File: src/rtl/neuron_2_1.sv
// Layer-2 neuron 1: streams activations against a 1-cycle-latency weight memory,
// accumulates one vector of products, adds bias and emits a saturated ReLU result.
module neuron_2_1 #(
  parameter int unsigned numWeight    = 30,
  parameter int unsigned addressWidth = $clog2(numWeight),
  parameter int unsigned dataWidth    = 16,
  parameter int unsigned FRAC_BITS    = 8
) (
  input  logic                    clk,
  input  logic                    rst_n,
  input  logic [dataWidth-1:0]    in_data,
  input  logic                    in_valid,
  input  logic [dataWidth-1:0]    bias,
  output logic                    w_ren,
  output logic [addressWidth-1:0] w_radd,
  input  logic [dataWidth-1:0]    w_rdata,
  output logic [dataWidth-1:0]    out_data,
  output logic                    out_valid
);

  localparam int unsigned MUL_W = 2 * dataWidth;
  localparam int unsigned ACC_W = 2 * dataWidth + addressWidth + 1;
  localparam logic [addressWidth-1:0] LAST_IDX = addressWidth'(numWeight - 1);

  logic [addressWidth-1:0]    idx;
  logic [dataWidth-1:0]       in_d;
  logic                       v1, last1, v2, last2, sv;
  logic signed [MUL_W-1:0]    mul_r;
  logic signed [ACC_W-1:0]    acc, sum_r;
  logic signed [ACC_W-1:0]    mul_ext_c, bias_ext_c, y_c;
  logic [dataWidth-1:0]       out_c;

  assign w_ren  = in_valid;
  assign w_radd = idx;

  // Input index and capture stage; the weight memory registers its read alongside.
  always_ff @(posedge clk or negedge rst_n) begin
    if (!rst_n) begin
      idx   <= '0;
      in_d  <= '0;
      v1    <= 1'b0;
      last1 <= 1'b0;
    end else begin
      v1    <= in_valid;
      last1 <= in_valid && (idx == LAST_IDX);
      if (in_valid) begin
        in_d <= in_data;
        idx  <= (idx == LAST_IDX) ? '0 : idx + addressWidth'(1);
      end
    end
  end

  // Multiply stage: full-width signed product.
  always_ff @(posedge clk or negedge rst_n) begin
    if (!rst_n) begin
      mul_r <= '0;
      v2    <= 1'b0;
      last2 <= 1'b0;
    end else begin
      v2    <= v1;
      last2 <= last1;
      if (v1) mul_r <= $signed(in_d) * $signed(w_rdata);
    end
  end

  assign mul_ext_c  = ACC_W'(mul_r);
  assign bias_ext_c = ACC_W'($signed(bias)) <<< FRAC_BITS;

  // Accumulate; the last product closes the vector and clears acc in the same edge.
  always_ff @(posedge clk or negedge rst_n) begin
    if (!rst_n) begin
      acc   <= '0;
      sum_r <= '0;
      sv    <= 1'b0;
    end else begin
      sv <= 1'b0;
      if (v2) begin
        if (last2) begin
          sum_r <= acc + mul_ext_c + bias_ext_c;
          acc   <= '0;
          sv    <= 1'b1;
        end else begin
          acc <= acc + mul_ext_c;
        end
      end
    end
  end

  // Drop fraction (floor), clamp negatives to zero and large values to max positive.
  always_comb begin
    y_c   = sum_r >>> FRAC_BITS;
    out_c = y_c[dataWidth-1:0];
    if (y_c[ACC_W-1]) begin
      out_c = '0;
    end else if (|y_c[ACC_W-2:dataWidth-1]) begin
      out_c = {1'b0, {(dataWidth-1){1'b1}}};
    end
  end

  always_ff @(posedge clk or negedge rst_n) begin
    if (!rst_n) begin
      out_data  <= '0;
      out_valid <= 1'b0;
    end else begin
      out_valid <= sv;
      if (sv) out_data <= out_c;
    end
  end

endmodule

File: config.mk
export PLATFORM = sky130hd
export DESIGN_NAME = neuron_2_1
export DESIGN_NICKNAME = d
export VERILOG_FILES = /design/src/rtl/neuron_2_1.sv
export SDC_FILE = /design/constraint.sdc
export NUM_CORES = 1
export LEC_CHECK = 0
export BUFFER_PORTS_ARGS = -buffer_cell sky130_fd_sc_hd__buf_2
export CAP_MARGIN = 25
export CORE_MARGIN = 2
export CORE_UTILIZATION = 35
export DETAILED_ROUTE_END_ITERATION = 12
export HOLD_SLACK_MARGIN = 0.02
export PLACE_DENSITY = 0.6
export SYNTH_ARGS = -nofsm -noshare
export SYNTH_HDL_FRONTEND = slang
export SYNTH_SLANG_ARGS = --single-unit
export TNS_END_PERCENT = 1
File: constraint.sdc
create_clock -name clk -period 17.8 [get_ports clk]
set_input_delay 1.78 -clock clk [delete_from_list [all_inputs] [get_ports clk]]
set_output_delay 1.78 -clock clk [all_outputs]
set_load 0.005 [all_outputs]
======== Word level (Yosys, flattened, before mapping) ========
Cells that the tools add are included.
cells by class
  $add $sub $neg .......................... 3
  $mul .................................... 1
  eq/ne operators ......................... 1
  muxes and demuxes ....................... 6
  reduce and logical (&&, ||, !) cells .... 3
operators with widths
  cell                                          number
  adder 38 x 24 -> 38 bit                       1
  adder 38 x 32 -> 38 bit                       1
  2-to-1 mux 38 bit                             1
  multiplier 16 x 16 -> 32 bit                  1
  2-to-1 mux 16 bit                             2
  OR reduction 15 bit                           1
  adder 5 x 1 -> 5 bit (second input constant)  1
  equality test 5 bit (second input constant)   1
  2-to-1 mux 5 bit                              1
  2-to-1 mux 1 bit                              2
  AND reduction 2 bit                           1
  logical AND 1 bit                             1
storage, ports and cells
  register bits after elaboration ......... 151
  input port bits ......................... 51
  output and inout port bits .............. 23
  logic and storage cells ................. 26

======== Longest topological paths before layout ========
  word-level depth ........................ 3
  mapped depth ............................ 25
  depth with buffers taken out ............ 23

======== Least setup slack after synthesis ========
Ideal clock, no wire load.
  kind .................................... input to register
  from .................................... in w_rdata[1]
  to ...................................... reg mul_r[29]
  library setup time ...................... 0.125 ns
  arrival time ............................ 7.603 ns
  data required time ...................... 17.675 ns
  path slack .............................. 10.073 ns
  stages on the path ...................... 22
  buffers on the path ..................... 1
  path through ............................ clkbuf_1 > nand2_1 > inv_1 > fa_1 > fa_1 > fa_1 > fa_1 > fa_1 > inv_1 > fa_1 > inv_1 > ha_1 > nand2_1 > inv_1 > a221o_1 > a21oi_1 > o21ai_0 > a2111oi_1 > o21bai_1 > a21oi_1 > xnor2_1 > mux2_2
between the ends
  longest elaborated chain between the ends .. 1
RTL lines
  element                       RTL line  text
  from (decl)                   16        input logic [dataWidth-1:0] w_rdata,
  multiplier 16 x 16 -> 32 bit  62        if (v1) mul_r <= $signed(in_d) * $signed(w_rdata);
  to (signal assigned)          62
  to (decl)                     28        logic signed [MUL_W-1:0] mul_r;
Every way passes these cells.
A chain may end at the register's enable or synchronous reset.

======== Worst setup path in the final report ========
Ends and elaborated chain as after synthesis.

==> results.json <==
{
  "core_area_mm2": 0.05151,
  "ys_types": 67,
  "antenna_found_initial": 1,
  "cts-buffers-inserted": 17,
  "root_buffer": "clkbuf_16",
  "synth_area_per_cell_um2": 9.586,
  "setup_viol": 0,
  "synth-seq-cells": 143,
  "ant_nets": 0,
  "io_pins": 74,
  "grt_start_max_net_pins": 73,
  "syn-num-nets": 2374,
  "clock_path_buffers": 2,
  "worstMarginPinSlew_ns": 0.8604,
  "wl_per_cell_um": 15.31,
  "grt_pass1_vias": 14204,
  "ys_seq_area_frac": 0.1955,
  "clock_latency_ns": 0.44,
  "fmax_mhz": 126.9,
  "whs_path_depth": 0,
  "post-route-min-period_ns": 7.878,
  "diodes": 0,
  "drt_iter0_markers": 613,
  "finClkSkew_ns": 0.01451,
  "synthSimpleGateAreaFrac": 0.1255,
  "viasPerCell": 4.984,
  "initial_utilization": 0.3553,
  "gp_routability_congestion": 0.8494,
  "grt_overflow_total": 0,
  "fp.dieH_um": 232.7,
  "hold_viol": 0,
  "cts_tree": "built",
  "ys.flop_type": "dfrtp_1",
  "drt_pass1_iterations": 5,
  "maxSlewViolCount": 0,
  "synth_top_cell_area_share": 0.2888,
  "port-buffer-count": 73,
  "htreeDepth": 4,
  "muxShareOfSynthArea": 0.03747,
  "clkTransAtPathRegs_ns": 0.06,
  "dpl.hpwl_um": 32360,
  "holdCritStartpoint": "last1$_DFF_PN0_",
  "rsz0062_at_grt": "no",
  "cts_num_sinks": 143,
  "drive_gt1_frac": 0.09898,
  "grt_usage": 0.1613,
  "cp.required_ns": 18.12,
  "min_to": "last2$_DFF_PN0_",
  "run_status": "finished, final reports clean",
  "ys_warn_count": 0,
  "post-route-drc-count": 0,
  "synth_top_family_by_area": "adder cells",
  "postCtsSetupBuffers": 0,
  "hold_path.class": "flip-flop to flip-flop",
  "cts_resized": 0,
  "finish.utilization": 0.3874,
  "drv_cap": 0,
  "criticalPathCategory": "input pin to flip-flop",
  "grt_pass1_wl_um": 70470,
  "postCtsHoldBufs": 0,
  "cp-start-kind": "input pin",
  "fin_tns_setup_ns": 0,
  "routed_wl_um": 40430,
  "synth_cells": 1909,
  "synthesis.area_mm2": 0.01830,
  "max_slew_margin": 0.4215,
  "reg2regPathDepth": 21,
  "async_reset_ff_frac": 1.000,
  "row_count": 83,
  "worstReg2RegStart": "in_d[15]$_DFFE_PN0P_",
  "vias": 13158,
  "synth_fa_ha_area_frac": 0.3914,
  "synth_compound_area_frac": 0.1224,
  "areaGrowthSynthToFinish_pct": 9.038,
  "fin_hold_ws_ns": 0.4697,
  "synth_area_leaders": "fa_1 29%, dfrtp_1 20%, ha_1 10%, inv_1 6.7%, and2_1 4.0%",
  "reg2reg_to": "mul_r[29]$_DFFE_PN0P_",
  "fp.dieW_um": 232.7,
  "crit_path_max_fanout": 16,
  "min_period_over_period": 0.4426,
  "end_kind": "flip-flop",
  "synth_edf_count": 0,
  "final_common_cell": "inv_1",
  "synth_xor_area_frac": 0.04718,
  "r2r_slack_ns": 10.67,
  "yosysTopAreaCell": "fa_1",
  "crit_arrival_ns": 8.19,
  "final_cell_mix": "325 x inv_1, 264 x fa_1, 196 x nand2_1, 150 x ha_1, 143 x dfrtp_1",
  "die-area_mm2": 0.05413,
  "fin_nets": 2412
}
[layer usage]
metal | track usage | wire length, µm | part of all wire | vias to the layer above
met5 | 0 | 0 | 0 | -
met4 | 0.02906 | 431 | 0.011 | 0
met3 | 0.02010 | 1112 | 0.028 | 33
met2 | 0.2912 | 20820 | 0.52 | 180
met1 | 0.2077 | 18060 | 0.45 | 6737
li1 | - | - | - | 6208
[stage by stage]
| step | worst slack, ns | cells | instance area [µm²] |
|---|---|---|---|
| 2_1_floorplan | 10.07 | 1909 | 18300 |
| 3_5_place_dp | 9.510 | 2607 | 19330 |
| 4_1_cts | 9.955 | 2639 | 19930 |
| 5_1_grt | 9.422 | 2640 | 19950 |
| 6_report | 9.922 | 2640 | 19950 |
| 3_3_place_gp | 9.587 | 2607 | 19330 |
[kinds of logic after synthesis]
family / after synthesis
adders and majority gates: 414
buffers and inverters: 388
DFF: 143
muxes: 61
and+or+nand+nor: 477
AOI/OAI and AO/OA: 329
xor gates and xnor gates: 97
[worst max-delay path by stage]
stage / depth (start not counted) / from / slack (ns) / end
after floorplan: 22 / w_rdata[1] / 10.07 / mul_r[29]$_DFFE_PN0P_
after global placement: 22 / w_rdata[1] / 9.59 / mul_r[29]$_DFFE_PN0P_
after detailed placement: 22 / w_rdata[1] / 9.51 / mul_r[29]$_DFFE_PN0P_
after CTS: 22 / w_rdata[1] / 9.96 / mul_r[29]$_DFFE_PN0P_
after global routing: 22 / w_rdata[1] / 9.42 / mul_r[31]$_DFFE_PN0P_
final: 22 / w_rdata[1] / 9.92 / mul_r[29]$_DFFE_PN0P_
[cells in the mapped netlist (all sizes together), types with 47 or more instances]
cell	instances
inv	325
xnor2	68
fa	264
a21oi	80
ha	150
dfrtp	143
a21o	47
o21ai	72
mux2	60
nor2	82
and2	119
clkbuf	58
nand2	196
[registers in the layout, indices dropped and copies added (netlist names)]
register / count
v2: 1
out_valid: 1
sum_r: 30
last1: 1
w_radd: 5
sv: 1
v1: 1
out_data: 16
mul_r: 32
acc: 38
last2: 1
in_d: 16
[area by class of cell]
class                   count  area, µm²
fillers                  5208      31560
well taps                 680      850.8
multi-input cells        1378      13250
flip-flops and latches    143       3578
repair buffers             81      451.7
inverters                 326       1224
clock buffers              21      470.5
clock inverters            11      130.1
[critical path, stage by stage]
cell       delay [ns]
buf_2            0.19
nand2_1          0.14
inv_1            0.10
fa_1             0.79
fa_1             0.51
fa_1             0.51
fa_1             0.52
fa_1             0.49
inv_1            0.05
fa_1             0.47
inv_1            0.04
ha_1             0.35
a21oi_1          0.23
o21ai_1          0.14
a221o_1          0.34
a21oi_1          0.20
o21ai_0          0.13
a2111oi_1        0.55
o21bai_1         0.14
a21oi_1          0.19
xnor2_1          0.08
mux2_2           0.25
Power is not shown: default switching activity piles up to over one toggle a cycle in this logic, so the estimate is an artifact.
